[config.mk]
export PLATFORM = sky130hd
export DESIGN_NAME = my_mod_flat
export DESIGN_NICKNAME = d
export VERILOG_FILES = /design/src/rtl/my_mod_pkg.sv /design/src/rtl/my_mod_if.sv /design/src/rtl/my_mod_pipe.sv /design/src/rtl/my_mod.sv /design/src/flat_wrapper.sv
export SDC_FILE = /design/constraint.sdc
export NUM_CORES = 1
export LEC_CHECK = 0
export BUFFER_PORTS_ARGS = -buffer_cell sky130_fd_sc_hd__buf_4
export CORE_MARGIN = 3
export CORE_UTILIZATION = 46
export DETAILED_ROUTE_END_ITERATION = 16
export PLACE_DENSITY = 0.73
export SLEW_MARGIN = 10
export SYNTH_ARGS = -nofsm -noshare
export SYNTH_HDL_FRONTEND = slang
export SYNTH_SLANG_ARGS = --single-unit
[constraint.sdc]
create_clock -name clk -period 1.9 [get_ports clk]
set_input_delay 0.285 -clock clk [delete_from_list [all_inputs] [get_ports clk]]
set_output_delay 0.285 -clock clk [all_outputs]
set_load 0.05 [all_outputs]
[src/rtl/my_mod_pkg.sv]
// Shared constants and helpers for the my_mod sample conditioner / saturating accumulator.
package my_mod_pkg;

  localparam int unsigned WIDTH_DEF = 9;
  localparam int unsigned Y_MIN     = 1;
  localparam int unsigned Y_MAX     = 4;

  // Largest unsigned value representable in w bits; the accumulator clamps here.
  function automatic logic [63:0] sat_val(input int unsigned w);
    return (64'd1 << w) - 64'd1;
  endfunction

endpackage

[src/rtl/my_mod_if.sv]
// Sample/result bus between the parent wrapper (master) and my_mod (slave).
interface my_mod_if
  import my_mod_pkg::*;
#(
  parameter int unsigned WIDTH = WIDTH_DEF
);

  logic [WIDTH-1:0] foo;
  logic             foo_valid;
  logic             clear;
  logic [WIDTH-1:0] acc_out;
  logic             out_valid;
  logic             parity;
  logic             sat;

  modport master (
    output foo, foo_valid, clear,
    input  acc_out, out_valid, parity, sat
  );

  modport slave (
    input  foo, foo_valid, clear,
    output acc_out, out_valid, parity, sat
  );

endinterface

[src/rtl/my_mod_pipe.sv]
// Fixed-depth register delay line with synchronous reset to zero.
module my_mod_pipe #(
  parameter int unsigned DW    = 10,
  parameter int unsigned DEPTH = 1
) (
  input  logic          clk,
  input  logic          rst,
  input  logic [DW-1:0] i_d,
  output logic [DW-1:0] o_q
);

  logic [DW-1:0] r_stage [DEPTH];

  always_ff @(posedge clk) begin
    if (rst) begin
      for (int unsigned i = 0; i < DEPTH; i++) r_stage[i] <= '0;
    end else begin
      r_stage[0] <= i_d;
      for (int unsigned i = 1; i < DEPTH; i++) r_stage[i] <= r_stage[i-1];
    end
  end

  assign o_q = r_stage[DEPTH-1];

endmodule

[src/rtl/my_mod.sv]
// Shift-then-saturating-accumulate datapath with a Y-cycle output pipeline,
// parity and sticky saturation status.
module my_mod
  import my_mod_pkg::*;
#(
  parameter int unsigned WIDTH = WIDTH_DEF,
  parameter int unsigned X     = 1,
  parameter int unsigned Y     = 2
) (
  input  logic     clk,
  input  logic     rst,
  my_mod_if.slave  bus
);

  if (X > WIDTH - 1) begin : g_bad_x
    $error("my_mod: X=%0d outside 0..WIDTH-1", X);
  end
  if (Y < Y_MIN || Y > Y_MAX) begin : g_bad_y
    $error("my_mod: Y=%0d outside %0d..%0d", Y, Y_MIN, Y_MAX);
  end

  localparam logic [WIDTH-1:0] SAT = WIDTH'(sat_val(WIDTH));

  logic [WIDTH-1:0] r_acc;
  logic             r_sat;
  logic [WIDTH-1:0] w_op;
  logic [WIDTH:0]   w_sum;
  logic             w_accept;
  logic [WIDTH-1:0] w_acc_d;
  logic             w_valid_d;

  // Bits shifted past the top are dropped; only the add can saturate.
  assign w_op     = bus.foo << X;
  assign w_sum    = {1'b0, r_acc} + {1'b0, w_op};
  assign w_accept = bus.foo_valid & ~bus.clear & ~rst;

  always_ff @(posedge clk) begin
    if (rst) begin
      r_acc <= '0;
      r_sat <= 1'b0;
    end else if (bus.clear) begin
      r_acc <= '0;
      r_sat <= 1'b0;
    end else if (bus.foo_valid) begin
      if (w_sum[WIDTH]) begin
        r_acc <= SAT;
        r_sat <= 1'b1;
      end else begin
        r_acc <= w_sum[WIDTH-1:0];
      end
    end
  end

  // r_acc is already one register past the accepting edge, so it needs Y-1 more.
  if (Y == 1) begin : g_acc_bypass
    assign w_acc_d = r_acc;
  end else begin : g_acc_pipe
    my_mod_pipe #(.DW(WIDTH), .DEPTH(Y - 1)) u_acc_pipe (
      .clk (clk),
      .rst (rst),
      .i_d (r_acc),
      .o_q (w_acc_d)
    );
  end

  my_mod_pipe #(.DW(1), .DEPTH(Y)) u_vld_pipe (
    .clk (clk),
    .rst (rst),
    .i_d (w_accept),
    .o_q (w_valid_d)
  );

  assign bus.acc_out   = w_acc_d;
  assign bus.out_valid = w_valid_d;
  assign bus.parity    = ^w_acc_d;
  assign bus.sat       = r_sat;

endmodule

[src/flat_wrapper.sv]
// flat-port wrapper written by rule: the top's interface ports become plain ports
module my_mod_flat import my_mod_pkg::*;
#(
  parameter int unsigned WIDTH = WIDTH_DEF,
  parameter int unsigned X     = 1,
  parameter int unsigned Y     = 2
)
  (clk, rst, bus_foo, bus_foo_valid, bus_clear, bus_acc_out, bus_out_valid, bus_parity, bus_sat);
  my_mod_if #(.WIDTH(WIDTH)) bus_i ();
  input  logic clk;
  input  logic rst;
  input wire logic [$bits(bus_i.foo)-1:0] bus_foo;
  input wire logic [$bits(bus_i.foo_valid)-1:0] bus_foo_valid;
  input wire logic [$bits(bus_i.clear)-1:0] bus_clear;
  output wire logic [$bits(bus_i.acc_out)-1:0] bus_acc_out;
  output wire logic [$bits(bus_i.out_valid)-1:0] bus_out_valid;
  output wire logic [$bits(bus_i.parity)-1:0] bus_parity;
  output wire logic [$bits(bus_i.sat)-1:0] bus_sat;
  assign bus_i.foo = bus_foo;
  assign bus_i.foo_valid = bus_foo_valid;
  assign bus_i.clear = bus_clear;
  assign bus_acc_out = bus_i.acc_out;
  assign bus_out_valid = bus_i.out_valid;
  assign bus_parity = bus_i.parity;
  assign bus_sat = bus_i.sat;
  my_mod #(.WIDTH(WIDTH), .X(X), .Y(Y)) u_core (.clk(clk), .rst(rst), .bus(bus_i));
endmodule
==> reports/summary.txt <==
metal3 WL - 88 um
Max Clk Rate - 542 MHz
outcome - finished, final reports clean
post-DR wirelength/cell - 12.0 um
Area Overhead vs Synth - 31.0%
met2 WL post-DR - 864 um
worst setup margin - 0.0550 ns
WL met1 - 786 um
number of global-route vias before repair - 684
Area after DPL - 0.00125 mm2
Final min period - 1.84 ns
unrepaired setup endpoints after global routing - false
Via density - 4.94
Final Power - 0.903 mW
area of the mapped netlist - 0.00102 mm2
Synth top area share - 0.413
layout cells sized above 1 - 0.383
Lkg Pwr - 0.620 nW
Ports - 25
final instance area - 0.00133 mm2
# diodes - 0
clock sinks - 21
post-route ant nets - 0
Distinct cells, synth - 30
total routed wirelength - 1760 um
Setup TNS Final - 0 ns
CP max stage delay - 0.37 ns
Hold WC Path Type - in -> reg
CTS max path bufs - 2
max_slew headroom - 0.817
final hold vios - 0
CP arrival - 2.04 ns
Power per Cell Area - 677 mW/mm2
Initial Utilization - 0.504
dpl ws - -0.233 ns
Hold Buf Count CTS - 0
Mapped Cells - 91
Avg Inst Size Synth - 11.2 um2
root buf cell - clkbuf_4
CTS buffer count - 3
die width - 53.1 um
Seq/Total Area, Yosys - 0.413
initial antenna violation count - 0
Cell Chain, Critical Path - ha_4 -> fa_2 -> a21oi_4 -> o211ai_4 -> a31oi_4 -> nand3_4 -> o221a_4
gr ovfl total - 0
Syn. warnings - 0
Core Box Area - 0.00202 mm2
CTS tree - built
Yosys reg bits - 21
I/O Buffers - 23
Buf/Inv on CP - 0
Clock Pin Slew Worst Setup and Hold Paths - 0.10 ns
Clk Latency, worst-skew pair - 0.29 ns
Req. time, crit path - 2.10 ns
Final Max Tran Viols - 0
Least-Margin Pin Slew - 0.273 ns
Starting DRT DRC Count - 2
final setup fails - 0
worst-case clock skew - 0.00266 ns
Die Area - 0.00281 mm2
syn nets - 113
Total GRT Usage - 0.140
CP Capture Type - flip-flop
DP Wirelength - 1460 um
max-cap violations - 0
largest net degree at the start of global routing - 12
Die Y - 53.1 um
top post-synthesis cells by area - dfxtp_1 41%, ha_1 9.8%, nor2b_1 6.1%
crit-path max FO - 6
WS Path Type - reg -> reg
DR top layer - met4
fin nets - 143
Rows - 16
routability congestion estimate - 0.692
post-layout util - 0.660
slowest CP cell - fa_2
routed via count - 726
H-tree lvl count - 1
crit-path leading delay family - compound AO/OA/AOI/OAI gates
1st-pass router iterations - 4
post-synth top area cell - dfxtp_1
fill cell count - 163
first-pass GRT wire length - 2860 um
part of the cycle the worst path needs - 0.971
startpoint types - flip-flop
worst vdd ir - 0.349 mV
residual DRC count - 0
==> timing repair <==
item	CTS	global route
setup endpoints to repair	10	10
setup buffers	1	0
pin swaps	9	2
gates resized for setup	7	2
==> cells in the mapped netlist <==
| cell | instances |
|---|---|
| clkbuf_1 | 1 |
| and2_1 | 2 |
| nor2_1 | 2 |
| nand3_1 | 2 |
| nand3_4 | 1 |
| xor2_1 | 7 |
| nor2_2 | 1 |
| a21oi_2 | 2 |
| fa_1 | 1 |
| dfxtp_1 | 21 |
| o211ai_2 | 1 |
| nand2_1 | 4 |
| o2bb2ai_1 | 1 |
| ha_1 | 8 |
| a21boi_2 | 1 |
| a221o_1 | 1 |
| a21o_1 | 1 |
| o22a_1 | 1 |
| nor2b_1 | 10 |
| buf_2 | 1 |
| o21bai_1 | 1 |
| o221a_2 | 2 |
| xnor2_1 | 7 |
| a31oi_4 | 1 |
| inv_1 | 1 |
| o21ai_0 | 1 |
| nand4_1 | 1 |
| o221a_1 | 4 |
| a21o_2 | 2 |
| a21oi_1 | 2 |
==> metrics by stage <==
step	cells	hold WS, ns
global route	147	0.232
floorplan	91	0.414
detailed placement	142	0.448
finish	147	0.235
global placement	142	0.419
CTS	147	0.229
==> flip-flops by register name (all words and copies together), names as in the netlist <==
register	count
u_core.g_acc_pipe.u_acc_pipe.r_stage	9
u_core.u_vld_pipe.r_stage	2
u_core.r_acc	9
u_core.bus.sat	1
==> cell usage in the layout, fill, tap and decap left out, types with 2 or more instances in the layout <==
master	netlist	routed
a21oi_2	2	2
nor2b_1	10	10
clkbuf_4	0	3
nand2_1	4	4
and2_1	2	2
buf_4	0	27
nor2_1	2	2
a21o_2	2	2
xnor2_1	7	6
ha_1	8	7
xor2_1	7	7
nand3_1	2	2
o221a_4	0	2
dfxtp_1	21	20
o221a_1	4	4
==> cells by family (layout without fill, tap and decap cells) <==
family	count (synthesis)	in the layout	synth area share
AOI/OAI and AO/OA	21	21	0.201
and+or+nand+nor	23	23	0.135
xor gates and xnor gates	14	14	0.120
adders and majority gates	9	9	0.118
DFF	21	21	0.413
buffers and inverters	3	32	0.0123
==> routing by layer <==
metal | global-route usage | up-vias
met5 | 0 | -
met4 | 0.102 | 0
met1 | 0.164 | 324
met3 | 0.0113 | 2
li1 | - | 382
met2 | 0.236 | 18
==> path summary, 6_finish.rpt <==
kind                                                    from                                               endpoint  slack, ns  cells after the start
hold reg to reg   u_core.u_vld_pipe.r_stage[0][0]$_SDFF_PP0_             u_core.u_vld_pipe.r_stage[0][1]$_SDFF_PP0_       0.46                      1
setup reg to reg                u_core.r_acc[1]$_SDFFE_PP0P_                           u_core.r_acc[1]$_SDFFE_PP0P_       0.06                      7
hold / removal                                           rst  u_core.g_acc_pipe.u_acc_pipe.r_stage[0][4]$_SDFF_PP0_       0.23                      2
setup / recovery                u_core.r_acc[1]$_SDFFE_PP0P_                           u_core.r_acc[1]$_SDFFE_PP0P_       0.06                      7
==> final cells by class <==
cell class,count,area [um2],area share
multi-input combinational,67,646,0.484
sequential,21,422,0.316
timing repair buffer,27,203,0.152
tap,27,33.8,0.0253
clock buffer,4,26.3,0.0197
inverter,1,3.75,0.00281
==> power breakdown <==
part	switching, mW	leakage (nW)	internal (mW)	total [mW]
clock network	0.118	0.0150	0.0817	0.200
logic	0.131	0.433	0.103	0.234
registers	0.0120	0.171	0.457	0.469
total	0.261	0.620	0.642	0.903
==> worst reg2reg max path, cell delays in order, from the launching register on <==
cell	delay (ns)
dfxtp_2	0.35
ha_4	0.16
fa_2	0.37
a21oi_4	0.18
o211ai_4	0.11
a31oi_4	0.20
nand3_4	0.14
o221a_4	0.23
(Power assumes the default switching activity.)
